**src/rtl/fp9_pkg.sv**
```systemverilog
// Shared constants, operand layout and FSM state type for the 9-bit
// floating-point add/subtract unit.
package fp9_pkg;

    localparam int unsigned EXP_W   = 4;
    localparam int unsigned FRAC_W  = 4;
    localparam int unsigned SIG_W   = 6;
    localparam int unsigned BIAS    = 8;
    // Largest encodable exponent; one step past it is an overflow.
    localparam int unsigned EXP_MAX = 2 * BIAS - 1;

    typedef struct packed {
        logic              sign;
        logic [EXP_W-1:0]  exp;
        logic [FRAC_W-1:0] frac;
    } fp9_t;

    typedef enum logic [2:0] {
        ST_IDLE,
        ST_ALIGN,
        ST_ADD,
        ST_NORM,
        ST_DONE
    } fp9_state_e;

endpackage

```
**src/rtl/fp9_unpack.sv**
```systemverilog
// Combinational operand preparation: zero detect, magnitude ordering,
// alignment distance, effective operation and result sign.
module fp9_unpack
    import fp9_pkg::*;
(
    input  logic [8:0]       a,
    input  logic [8:0]       b,
    input  logic             op,
    output logic [SIG_W-1:0] x_sig,
    output logic [SIG_W-1:0] y_sig,
    output logic [EXP_W-1:0] x_exp,
    output logic [2:0]       k,
    output logic             eff_sub,
    output logic             res_sign
);

    fp9_t fa;
    fp9_t fb;
    logic a_nz;
    logic b_nz;
    logic sb_eff;
    logic swap;
    logic [FRAC_W-1:0] frac_a;
    logic [FRAC_W-1:0] frac_b;
    logic [SIG_W-1:0]  sig_a;
    logic [SIG_W-1:0]  sig_b;
    logic [EXP_W-1:0]  y_exp;
    logic [EXP_W-1:0]  diff;

    assign fa     = a;
    assign fb     = b;
    assign a_nz   = (fa.exp != '0);
    assign b_nz   = (fb.exp != '0);
    // A zero exponent means zero, so its fraction must not affect ordering or sum.
    assign frac_a = a_nz ? fa.frac : '0;
    assign frac_b = b_nz ? fb.frac : '0;
    assign sig_a  = a_nz ? {1'b1, frac_a, 1'b0} : '0;
    assign sig_b  = b_nz ? {1'b1, frac_b, 1'b0} : '0;

    assign sb_eff = fb.sign ^ op;
    assign swap   = ({fb.exp, frac_b} > {fa.exp, frac_a});

    assign x_sig    = swap ? sig_b  : sig_a;
    assign y_sig    = swap ? sig_a  : sig_b;
    assign x_exp    = swap ? fb.exp : fa.exp;
    assign y_exp    = swap ? fa.exp : fb.exp;
    assign diff     = x_exp - y_exp;
    assign k        = (diff > 4'd6) ? 3'd6 : diff[2:0];
    assign eff_sub  = fa.sign ^ sb_eff;
    assign res_sign = swap ? sb_eff : fa.sign;

endmodule

```
**src/rtl/fp9_addsub_seq.sv**
```systemverilog
// Sequential fp9 add/subtract with bit-serial alignment and normalization.
// Define FP9_ADDSUB_SAT_EN to saturate on exponent overflow instead of wrapping.
module fp9_addsub_seq
    import fp9_pkg::*;
(
    input  logic       clk,
    input  logic       rst_n,
    input  logic       i_valid,
    output logic       o_ready,
    input  logic [8:0] i_a,
    input  logic [8:0] i_b,
    input  logic       i_op,
    output logic       o_valid,
    input  logic       i_ready,
    output logic [8:0] o_result,
    output logic       o_ovf
);

    fp9_state_e       state;
    logic [2:0]       cnt;
    logic [SIG_W-1:0] x_sig;
    logic [SIG_W-1:0] y_sig;
    logic [SIG_W:0]   sum;
    logic [EXP_W-1:0] exp_w;
    logic             sign_r;
    logic             eff_sub_r;

    logic [SIG_W-1:0] u_x_sig;
    logic [SIG_W-1:0] u_y_sig;
    logic [EXP_W-1:0] u_x_exp;
    logic [2:0]       u_k;
    logic             u_eff_sub;
    logic             u_sign;

    logic [SIG_W:0]   n_sum;
    logic [EXP_W-1:0] n_exp;
    logic             n_zero;
    logic             n_ovf;
    logic             n_done;
    logic [8:0]       n_result;

    fp9_unpack u_unpack (
        .a        (i_a),
        .b        (i_b),
        .op       (i_op),
        .x_sig    (u_x_sig),
        .y_sig    (u_y_sig),
        .x_exp    (u_x_exp),
        .k        (u_k),
        .eff_sub  (u_eff_sub),
        .res_sign (u_sign)
    );

    assign o_ready = (state == ST_IDLE);

    // One normalization action; the FSM leaves NORM in the same cycle the
    // action yields a normalized (or zero) sum.
    always_comb begin
        n_sum  = sum;
        n_exp  = exp_w;
        n_zero = 1'b0;
        n_ovf  = 1'b0;
        if (sum[SIG_W]) begin
            n_sum = sum >> 1;
            n_exp = exp_w + 4'd1;
            n_ovf = (exp_w == EXP_W'(EXP_MAX));
        end else if (sum == '0) begin
            n_zero = 1'b1;
        end else if (!sum[SIG_W-1]) begin
            if (exp_w == 4'd1) begin
                n_zero = 1'b1;
            end else begin
                n_sum = sum << 1;
                n_exp = exp_w - 4'd1;
            end
        end
        n_done = n_zero | (n_sum[SIG_W-1] & ~n_sum[SIG_W]);

        if (n_zero) begin
            n_result = '0;
`ifdef FP9_ADDSUB_SAT_EN
        end else if (n_ovf) begin
            n_result = {sign_r, 4'hF, 4'hF};
`endif
        end else begin
            n_result = {sign_r, n_exp, n_sum[4:1]};
        end
    end

    always_ff @(posedge clk or negedge rst_n) begin
        if (!rst_n) begin
            state     <= ST_IDLE;
            cnt       <= '0;
            x_sig     <= '0;
            y_sig     <= '0;
            sum       <= '0;
            exp_w     <= '0;
            sign_r    <= 1'b0;
            eff_sub_r <= 1'b0;
            o_valid   <= 1'b0;
            o_result  <= '0;
            o_ovf     <= 1'b0;
        end else begin
            case (state)
                ST_IDLE: begin
                    if (i_valid) begin
                        x_sig     <= u_x_sig;
                        y_sig     <= u_y_sig;
                        exp_w     <= u_x_exp;
                        cnt       <= u_k;
                        eff_sub_r <= u_eff_sub;
                        sign_r    <= u_sign;
                        state     <= ST_ALIGN;
                    end
                end
                ST_ALIGN: begin
                    if (cnt != '0) begin
                        y_sig <= y_sig >> 1;
                        cnt   <= cnt - 3'd1;
                    end
                    if (cnt <= 3'd1) state <= ST_ADD;
                end
                ST_ADD: begin
                    sum   <= eff_sub_r ? ({1'b0, x_sig} - {1'b0, y_sig})
                                       : ({1'b0, x_sig} + {1'b0, y_sig});
                    state <= ST_NORM;
                end
                ST_NORM: begin
                    sum   <= n_sum;
                    exp_w <= n_exp;
                    if (n_done) begin
                        o_valid  <= 1'b1;
                        o_result <= n_result;
                        o_ovf    <= n_ovf;
                        state    <= ST_DONE;
                    end
                end
                ST_DONE: begin
                    if (i_ready) begin
                        o_valid <= 1'b0;
                        state   <= ST_IDLE;
                    end
                end
                default: state <= ST_IDLE;
            endcase
        end
    end

endmodule

```
**config.mk**
```make
export PLATFORM = sky130hd
export DESIGN_NAME = fp9_addsub_seq
export DESIGN_NICKNAME = d
export VERILOG_FILES = /design/src/rtl/fp9_pkg.sv /design/src/rtl/fp9_unpack.sv /design/src/rtl/fp9_addsub_seq.sv
export SDC_FILE = /design/constraint.sdc
export NUM_CORES = 1
export LEC_CHECK = 0
export ABC_AREA = 1
export ABC_CLOCK_PERIOD_IN_PS = 2500
export BUFFER_PORTS_ARGS = -buffer_cell sky130_fd_sc_hd__clkbuf_2
export CAP_MARGIN = 20
export CORE_MARGIN = 1.5
export CORE_UTILIZATION = 60
export CTS_CLUSTER_SIZE = 14
export DETAILED_ROUTE_END_ITERATION = 10
export GPL_ROUTABILITY_DRIVEN = 0
export PLACE_DENSITY = 0.84
export SLEW_MARGIN = 10
export SYNTH_ARGS = -nofsm -noshare
export SYNTH_HDL_FRONTEND = slang
export SYNTH_HIERARCHICAL = 1
export SYNTH_SLANG_ARGS = --single-unit
```
**constraint.sdc**
```tcl
create_clock -name clk -period 2.5 [get_ports clk]
set_clock_uncertainty 0.05 [all_clocks]
set_input_delay 0.25 -clock clk [delete_from_list [all_inputs] [get_ports clk]]
set_output_delay 0.25 -clock clk [all_outputs]
set_load 0.1 [all_outputs]
```
==> results of run 1 <==
==> registers in the layout (all words and copies together) (netlist names) <==
register   count
o_result       9
sum            7
x_sig          6
y_sig          6
exp_w          4
cnt            3
state          3
eff_sub_r      1
o_ovf          1
o_valid        1
sign_r         1
==> stage by stage <==
step / hold slack (ns) / cells / setup slack (ns) / utilization [%]
6_report: 0.164 / 621 / -0.0649 / 73.5
5_1_grt: 0.222 / 621 / -0.215 / 73.5
4_1_cts: 0.160 / 619 / 0.0119 / 71.7
3_5_place_dp: 0.301 / 610 / -0.352 / 69.3
3_3_place_gp: 0.300 / 610 / -0.215 / 69.3
2_1_floorplan: -0.0956 / 489 / -0.0781 / -
==> cells in the final DEF (no fill, tap or decap), types with 3 or more instances in the layout <==
cell / n
sky130_fd_sc_hd__nor2_1: 30
sky130_fd_sc_hd__o21ai_0: 18
sky130_fd_sc_hd__nor2_4: 3
sky130_fd_sc_hd__nand3_1: 31
sky130_fd_sc_hd__nand2_2: 18
sky130_fd_sc_hd__o31ai_1: 5
sky130_fd_sc_hd__o22ai_1: 4
sky130_fd_sc_hd__nand2_1: 149
sky130_fd_sc_hd__o21ai_1: 14
sky130_fd_sc_hd__a21oi_1: 20
sky130_fd_sc_hd__nor2_2: 4
sky130_fd_sc_hd__clkbuf_8: 6
sky130_fd_sc_hd__clkbuf_2: 32
sky130_fd_sc_hd__xnor2_1: 3
sky130_fd_sc_hd__dfrtp_1: 42
sky130_fd_sc_hd__nand2_4: 4
sky130_fd_sc_hd__o211ai_1: 9
sky130_fd_sc_hd__buf_6: 4
sky130_fd_sc_hd__inv_2: 10
sky130_fd_sc_hd__xor2_1: 5
sky130_fd_sc_hd__nand4_1: 4
sky130_fd_sc_hd__nand3_2: 4
sky130_fd_sc_hd__ha_1: 21
sky130_fd_sc_hd__buf_4: 30
sky130_fd_sc_hd__inv_1: 55
==> per-layer routing <==
metal / global-route usage [%] / routed length [µm]
met5: 0 / 0
met4: 6.61 / 121
met3: 2.67 / 345
met2: 53.6 / 4370
met1: 33.2 / 3500
==> area by class of cell <==
| type | count | area share (%) |
|---|---|---|
| clock buffers | 6 | 2.05 |
| clock inverters | 1 | 0.746 |
| well taps | 72 | 2.24 |
| repair buffers | 67 | 10.9 |
| inverters | 66 | 6.22 |
| flip-flops and latches | 42 | 26.1 |
| multi-input cells | 367 | 51.7 |
==> power by group <==
part / total [mW] / internal (mW) / switching [mW]
Combinational: 3.67 / 1.13 / 2.54
Clock: 0.551 / 0.320 / 0.231
Sequential: 1.29 / 0.998 / 0.295
==> kinds of logic after synthesis <==
group	count (synthesis)
adders and majority gates	23
buffers and inverters	80
AOI/OAI and AO/OA	79
and+or+nand+nor	255
DFF	42
other	1
xor gates and xnor gates	8
==> what timing repair did <==
item | CTS | global route
resized for setup | 3 | 25
setup buffers | 1 | 3
hold buffers | 1 | 0
pin swaps | 3 | 18
hold endpoints to repair | 42 | 0
endpoints found under the setup margin | 1 | 7
==> critical path, cell delays in order <==
cell                      delay, ns
sky130_fd_sc_hd__buf_6         0.10
sky130_fd_sc_hd__nor4_4        0.37
sky130_fd_sc_hd__nor2_1        0.13
sky130_fd_sc_hd__ha_1          0.34
sky130_fd_sc_hd__nand2_1       0.06
sky130_fd_sc_hd__nand2_1       0.06
sky130_fd_sc_hd__nand2_1       0.05
sky130_fd_sc_hd__nand2_1       0.07
sky130_fd_sc_hd__nand2_2       0.07
sky130_fd_sc_hd__nand2_4       0.08
sky130_fd_sc_hd__nand2_4       0.07
sky130_fd_sc_hd__nand2_4       0.09
sky130_fd_sc_hd__nand3_4       0.08
sky130_fd_sc_hd__ha_4          0.27
sky130_fd_sc_hd__inv_2         0.04
sky130_fd_sc_hd__nor2_2        0.11
sky130_fd_sc_hd__nand3_2       0.09
sky130_fd_sc_hd__nand3_2       0.08
sky130_fd_sc_hd__nor2_2        0.04
sky130_fd_sc_hd__nand2_1       0.05
sky130_fd_sc_hd__o21ai_1       0.06
sky130_fd_sc_hd__nand2_1       0.06
sky130_fd_sc_hd__o21ai_1       0.06
==> worst max path at each step <==
stage	from	to
after floorplan	i_b[6]	cnt[0]
after global placement	i_b[6]	cnt[0]
after detailed placement	i_a[6]	cnt[0]
after CTS	i_b[4]	cnt[0]
after global routing	i_b[6]	cnt[0]
final	i_b[6]	cnt[0]
==> run_summary.xml, run 1 <==
<?xml version="1.0" encoding="UTF-8"?>
<metrics>
  <group name="floorplan">
    <metric name="num_rows" unit="">27</metric>
    <metric name="core" unit="µm²">5470</metric>
    <metric name="die_y" unit="µm">78.3</metric>
    <metric name="die-area" unit="µm²">6120</metric>
    <metric name="start_util" unit="%">62.1</metric>
    <metric name="fp.dieW" unit="µm">78.3</metric>
    <metric name="num_io_pins" unit="">35</metric>
  </group>
  <group name="clock_tree">
    <metric name="clock-root-buffer" unit="">sky130_fd_sc_hd__clkbuf_8</metric>
    <metric name="clock_tree.buffer_depth" unit="">2</metric>
    <metric name="cts-htree-levels" unit="">2</metric>
    <metric name="skew_pair_late_insertion_delay" unit="ns">0.29</metric>
    <metric name="tritoncts_num_sinks" unit="">42</metric>
    <metric name="clk_pin_slew_worst_paths" unit="ns">0.08</metric>
    <metric name="tritoncts" unit="">done</metric>
    <metric name="cts_inserted_buffers" unit="">5</metric>
  </group>
  <group name="synth">
    <metric name="synth-compound-area-share" unit="%">13.9</metric>
    <metric name="synth_area_per_cell" unit="µm²">6.96</metric>
    <metric name="yosys.cell_count.top_type" unit="">sky130_fd_sc_hd__nand2_1</metric>
    <metric name="yosysTopAreaCellShare" unit="%">30.9</metric>
    <metric name="synth.largest_area_cell" unit="">sky130_fd_sc_hd__dfrtp_1</metric>
    <metric name="synth-seq-cells" unit="">42</metric>
    <metric name="post_synth_inst_count" unit="">488</metric>
    <metric name="synth_top_family_by_area" unit="">simple AND/OR/NAND/NOR gates</metric>
    <metric name="synthMuxAreaShare" unit="%">0</metric>
    <metric name="yosys_warnings" unit="">6</metric>
    <metric name="yosys.area_share.simple" unit="%">33.6</metric>
    <metric name="ys.flop_type" unit="">sky130_fd_sc_hd__dfrtp_1</metric>
    <metric name="synth-adder-area-share" unit="%">8.69</metric>
    <metric name="synth_cell_type_count" unit="">41</metric>
    <metric name="top_area_cells_in_the_synthesized_netlist" unit="">sky130_fd_sc_hd__dfrtp_1 (31%), sky130_fd_sc_hd__nand2_1 (17%), sky130_fd_sc_hd__ha_1 (8.1%), sky130_fd_sc_hd__inv_1 (6.5%), sky130_fd_sc_hd__nand3_1 (4.9%)</metric>
    <metric name="ys_seq_area_share" unit="%">30.9</metric>
    <metric name="synth-xor-area-share" unit="%">2.06</metric>
    <metric name="synth_area" unit="µm²">3400</metric>
    <metric name="most_common_library_cells_after_synthesis" unit="">sky130_fd_sc_hd__nand2_1 (156), sky130_fd_sc_hd__inv_1 (59), sky130_fd_sc_hd__dfrtp_1 (42)</metric>
    <metric name="async_reset_ff_share" unit="%">100</metric>
    <metric name="synth_edf_count" unit="">0</metric>
  </group>
  <group name="finish">
    <metric name="multi_input_combinational_cell_area" unit="µm²">2080</metric>
    <metric name="drive_gt1_share" unit="%">23.0</metric>
    <metric name="layout.cell_area.non_filler" unit="µm²">4030</metric>
    <metric name="seqCellArea" unit="µm²">1050</metric>
    <metric name="num-nets-final" unit="">595</metric>
    <metric name="area.growth.synth_to_final" unit="%">18.4</metric>
    <metric name="num-fill-cells" unit="">453</metric>
    <metric name="diodes" unit="">0</metric>
  </group>
  <group name="critical_path">
    <metric name="rrSetupSlack" unit="ns">0.35</metric>
    <metric name="startpoint_type" unit="">input pin</metric>
    <metric name="worst_ep_arrival_time" unit="ns">2.68</metric>
    <metric name="worstPathMaxFanout" unit="">5</metric>
    <metric name="ff2ff_path_depth" unit="">12</metric>
    <metric name="critical_path.reg2reg.startpoint" unit="">y_sig[2]</metric>
    <metric name="r2r-end" unit="">sum[6]</metric>
    <metric name="worst-endpoint-required" unit="ns">2.62</metric>
    <metric name="worstSetupPathType" unit="">input pin to register</metric>
    <metric name="end_kind" unit="">register</metric>
  </group>
  <group name="placed_design">
    <metric name="area_after_detailed_placement" unit="µm²">3790</metric>
    <metric name="place.port_buffers" unit="">34</metric>
    <metric name="dp.final_hpwl" unit="mm">6.17</metric>
  </group>
  <group name="sta">
    <metric name="finalSetupViolCount" unit="">2</metric>
    <metric name="tns" unit="ns">-0.0901</metric>
    <metric name="timing.max_slew.rel_slack" unit="%">64.1</metric>
    <metric name="worst-slew-pin-transition" unit="ns">0.541</metric>
    <metric name="hold_violations" unit="">0</metric>
    <metric name="final.setup.worst_slack" unit="ns">-0.0649</metric>
    <metric name="final_max_slew_viol_count" unit="">0</metric>
    <metric name="rsz0062_at_grt" unit="">yes</metric>
    <metric name="fmaxAchievable" unit="MHz">390</metric>
    <metric name="final.period_utilization" unit="%">103</metric>
    <metric name="clock_period_minus_worst_slack" unit="ns">2.56</metric>
  </group>
  <group name="global_routing">
    <metric name="first_global_vias" unit="">3199</metric>
    <metric name="number_of_antenna_violations_at_the_first_check_in_global_routing" unit="">0</metric>
    <metric name="grt-ovfl-total" unit="">0</metric>
    <metric name="grt.total_usage" unit="%">27.9</metric>
    <metric name="grt_max_degree" unit="">43</metric>
    <metric name="grt_pass1_wl" unit="mm">13.9</metric>
  </group>
  <group name="outcome">
    <metric name="result_of_the_run" unit="">finished with violations</metric>
    <metric name="violations" unit="">setup timing</metric>
  </group>
  <group name="worst_hold_path">
    <metric name="worst_hold_path.num_cells" unit="">4</metric>
    <metric name="worst_hold_path_type" unit="">input pin to register</metric>
    <metric name="origin_of_the_worst_min_delay_path" unit="">i_ready</metric>
    <metric name="worst_case_hold_path_end_point" unit="">o_valid</metric>
  </group>
  <group name="detailed_routing">
    <metric name="routed-via-count" unit="">3423</metric>
    <metric name="firstDrtPassIters" unit="">5</metric>
    <metric name="route.detailed.vias_per_inst" unit="">5.51</metric>
    <metric name="drt-initial-drc-count" unit="">228</metric>
    <metric name="post_drt_wl_per_cell" unit="µm">13.4</metric>
    <metric name="route.antenna.remaining_nets" unit="">0</metric>
    <metric name="detail_route.wirelength" unit="mm">8.33</metric>
    <metric name="drt_drc_violations_left" unit="">0</metric>
  </group>
  <group name="power_and_ir_drop">
    <metric name="p_leak" unit="nW">2.20</metric>
    <metric name="fin_total_pwr" unit="mW">5.52</metric>
    <metric name="ir_worst_vdd" unit="mV">0.948</metric>
    <metric name="power_density" unit="nW/µm²">1370</metric>
  </group>
  <group name="flow_run">
    <metric name="cap_viol_max_count" unit="">0</metric>
  </group>
</metrics>
No activity file was read; power rests on OpenSTA's default activity.
==> inputs of run 2 (changes only) <==
Settings changed: CORE_MARGIN 1.5 to 2, CTS_BUF_LIST from default to sky130_fd_sc_hd__clkbuf_16.
==> run 2 against run 1 <==
The run ends with hold timing, setup timing left. Final cell count is 0.32% lower. Clock power is 10% higher. Global-route usage down 0.42 points. Critical path type unchanged. Combinational power about the same. Sequential power about the same. Core utilization increased by 0.69 points.
==> run_summary.xml, run 2 (same netlist as run 1, synthesis figures left out) <==
<?xml version="1.0" encoding="UTF-8"?>
<metrics>
  <group name="clock_tree">
    <metric name="clk_pin_slew_worst_paths" unit="ns">0.06</metric>
    <metric name="cts_inserted_buffers" unit="">5</metric>
    <metric name="clock_tree.buffer_depth" unit="">2</metric>
    <metric name="skew_pair_late_insertion_delay" unit="ns">0.28</metric>
    <metric name="tritoncts_num_sinks" unit="">42</metric>
    <metric name="tritoncts" unit="">done</metric>
    <metric name="clock-root-buffer" unit="">sky130_fd_sc_hd__clkbuf_16</metric>
    <metric name="cts-htree-levels" unit="">2</metric>
  </group>
  <group name="global_routing">
    <metric name="first_global_vias" unit="">3276</metric>
    <metric name="grt_max_degree" unit="">43</metric>
    <metric name="grt_pass1_wl" unit="mm">13.8</metric>
    <metric name="number_of_antenna_violations_at_the_first_check_in_global_routing" unit="">0</metric>
    <metric name="grt.total_usage" unit="%">27.5</metric>
    <metric name="grt-ovfl-total" unit="">0</metric>
  </group>
  <group name="detailed_routing">
    <metric name="detail_route.wirelength" unit="mm">8.29</metric>
    <metric name="route.antenna.remaining_nets" unit="">0</metric>
    <metric name="routed-via-count" unit="">3398</metric>
    <metric name="top_layer" unit="">met4</metric>
    <metric name="routed-wl-met2" unit="mm">4.10</metric>
    <metric name="met1Wirelength" unit="mm">3.54</metric>
    <metric name="drt-initial-drc-count" unit="">223</metric>
    <metric name="firstDrtPassIters" unit="">5</metric>
    <metric name="drt_drc_violations_left" unit="">0</metric>
    <metric name="route.detailed.vias_per_inst" unit="">5.49</metric>
    <metric name="post_drt_wl_per_cell" unit="µm">13.4</metric>
    <metric name="routed-wl-met3" unit="µm">423</metric>
  </group>
  <group name="finish">
    <metric name="num-nets-final" unit="">594</metric>
    <metric name="largestRegisters" unit="">o_result: 9 flops, sum: 7 flops</metric>
    <metric name="num-fill-cells" unit="">429</metric>
    <metric name="final_cell_mix" unit="">sky130_fd_sc_hd__nand2_1 (150), sky130_fd_sc_hd__inv_1 (55), sky130_fd_sc_hd__dfrtp_1 (42), sky130_fd_sc_hd__clkbuf_2 (31)</metric>
    <metric name="drive_gt1_share" unit="%">22.7</metric>
    <metric name="seqCellArea" unit="µm²">1050</metric>
    <metric name="multi_input_combinational_cell_area" unit="µm²">2090</metric>
    <metric name="area.growth.synth_to_final" unit="%">19.6</metric>
    <metric name="max_ffs_per_register" unit="">9</metric>
    <metric name="layout.cell_area.non_filler" unit="µm²">4060</metric>
    <metric name="layout_commonest_cell" unit="">sky130_fd_sc_hd__nand2_1</metric>
    <metric name="diodes" unit="">0</metric>
    <metric name="registers.top_by_ff_count" unit="">o_result</metric>
    <metric name="fin_util" unit="%">74.2</metric>
  </group>
  <group name="sta">
    <metric name="fmaxAchievable" unit="MHz">395</metric>
    <metric name="final.setup.worst_slack" unit="ns">-0.0346</metric>
    <metric name="final_max_slew_viol_count" unit="">0</metric>
    <metric name="timing.max_slew.rel_slack" unit="%">63.9</metric>
    <metric name="whs" unit="ns">-0.0226</metric>
    <metric name="finalSetupViolCount" unit="">2</metric>
    <metric name="rsz0062_at_grt" unit="">yes</metric>
    <metric name="hold_violations" unit="">35</metric>
    <metric name="worst-slew-pin-transition" unit="ns">0.544</metric>
    <metric name="final.period_utilization" unit="%">101</metric>
    <metric name="clock_period_minus_worst_slack" unit="ns">2.53</metric>
  </group>
  <group name="critical_path">
    <metric name="startpoint_type" unit="">input pin</metric>
    <metric name="setup.worst_path.start" unit="">i_a[6]</metric>
    <metric name="worst_ep_arrival_time" unit="ns">2.65</metric>
    <metric name="ff2ff_path_depth" unit="">13</metric>
    <metric name="worstPathMaxFanout" unit="">5</metric>
    <metric name="worst-endpoint-required" unit="ns">2.61</metric>
    <metric name="critical_path.reg2reg.startpoint" unit="">y_sig[1]</metric>
    <metric name="worstSetupPathType" unit="">input pin to register</metric>
    <metric name="end_kind" unit="">register</metric>
  </group>
  <group name="floorplan">
    <metric name="core" unit="µm²">5470</metric>
    <metric name="num_rows" unit="">27</metric>
    <metric name="start_util" unit="%">62.1</metric>
    <metric name="die-area" unit="µm²">6280</metric>
    <metric name="die_y" unit="µm">79.3</metric>
    <metric name="fp.dieW" unit="µm">79.3</metric>
    <metric name="num_io_pins" unit="">35</metric>
  </group>
  <group name="flow_run">
    <metric name="cap_viol_max_count" unit="">0</metric>
  </group>
  <group name="power_and_ir_drop">
    <metric name="power_density" unit="nW/µm²">1370</metric>
    <metric name="ir_worst_vdd" unit="mV">0.938</metric>
    <metric name="p_leak" unit="nW">2.21</metric>
    <metric name="fin_total_pwr" unit="mW">5.58</metric>
  </group>
  <group name="outcome">
    <metric name="result_of_the_run" unit="">finished with violations</metric>
    <metric name="violations" unit="">hold timing, setup timing</metric>
  </group>
  <group name="placed_design">
    <metric name="area_after_detailed_placement" unit="µm²">3800</metric>
    <metric name="dp.final_hpwl" unit="mm">5.97</metric>
    <metric name="place.port_buffers" unit="">34</metric>
  </group>
  <group name="worst_hold_path">
    <metric name="worst_hold_path_type" unit="">input pin to async pin</metric>
  </group>
</metrics>
run 2: power breakdown:
part	switching (mW)	internal (mW)	leakage, nW
combinational	2.53	1.14	1.62
sequential	0.294	1.00	0.522
clock	0.251	0.355	0.0632
run 2: path summary, 6_finish.rpt:
kind	endpoint	slack, ns
min in group clk	o_valid	0.18
worst min register to register	o_result[2]	0.42
max in group asynchronous	o_result[7]	2.05
worst max-delay path	cnt[0]	-0.03
worst min-delay path	o_result[3]	-0.02
worst max register to register	sum[6]	0.32
run 2: final cells by class:
cell class | instances | share of cell area (%)
Clock buffer | 5 | 3.08
Clock inverter | 1 | 0.0924
Inverter | 66 | 6.16
Multi-Input combinational cell | 367 | 51.5
Sequential cell | 42 | 25.9
Tap cell | 72 | 2.22
Timing Repair Buffer | 66 | 11.1
run 2: per-layer routing:
metal	track usage [%]	vias to the layer above
met5	0	-
met4	12.6	0
met3	3.64	19
met2	49.0	130
met1	32.8	1565
li1	-	1684
run 2: per-stage QoR:
stage                     cells  worst slack (ns)  TNS [ns]
after floorplan             489           -0.0781   -0.0853
after global placement      609            -0.221    -0.551
after detailed placement    609            -0.339     -1.28
after CTS                   617            0.0154         0
after global routing        619            -0.203    -0.593
final                       619           -0.0346   -0.0408
run 2: timing repair:
action | in CTS | in global routing
setup endpoints to repair | 1 | 9
hold buffers | 0 | 0
buffers inserted | 2 | 2
resized for setup | 7 | 23
pin swaps | 7 | 16
run 2: critical path: stages:
cell,delay [ns]
sky130_fd_sc_hd__clkbuf_2,0.11
sky130_fd_sc_hd__nor4_4,0.29
sky130_fd_sc_hd__inv_1,0.15
sky130_fd_sc_hd__nand2_1,0.12
sky130_fd_sc_hd__ha_1,0.25
sky130_fd_sc_hd__nand2_1,0.09
sky130_fd_sc_hd__inv_2,0.06
sky130_fd_sc_hd__buf_12,0.12
sky130_fd_sc_hd__nand4_4,0.12
sky130_fd_sc_hd__nand2_4,0.07
sky130_fd_sc_hd__buf_4,0.16
sky130_fd_sc_hd__nand3_1,0.10
sky130_fd_sc_hd__nand2_2,0.07
sky130_fd_sc_hd__inv_2,0.06
sky130_fd_sc_hd__nand4_1,0.21
sky130_fd_sc_hd__nand3_2,0.15
sky130_fd_sc_hd__nor2_2,0.05
sky130_fd_sc_hd__nand2_1,0.06
sky130_fd_sc_hd__o21ai_1,0.06
sky130_fd_sc_hd__nand2_1,0.06
sky130_fd_sc_hd__o21ai_1,0.06
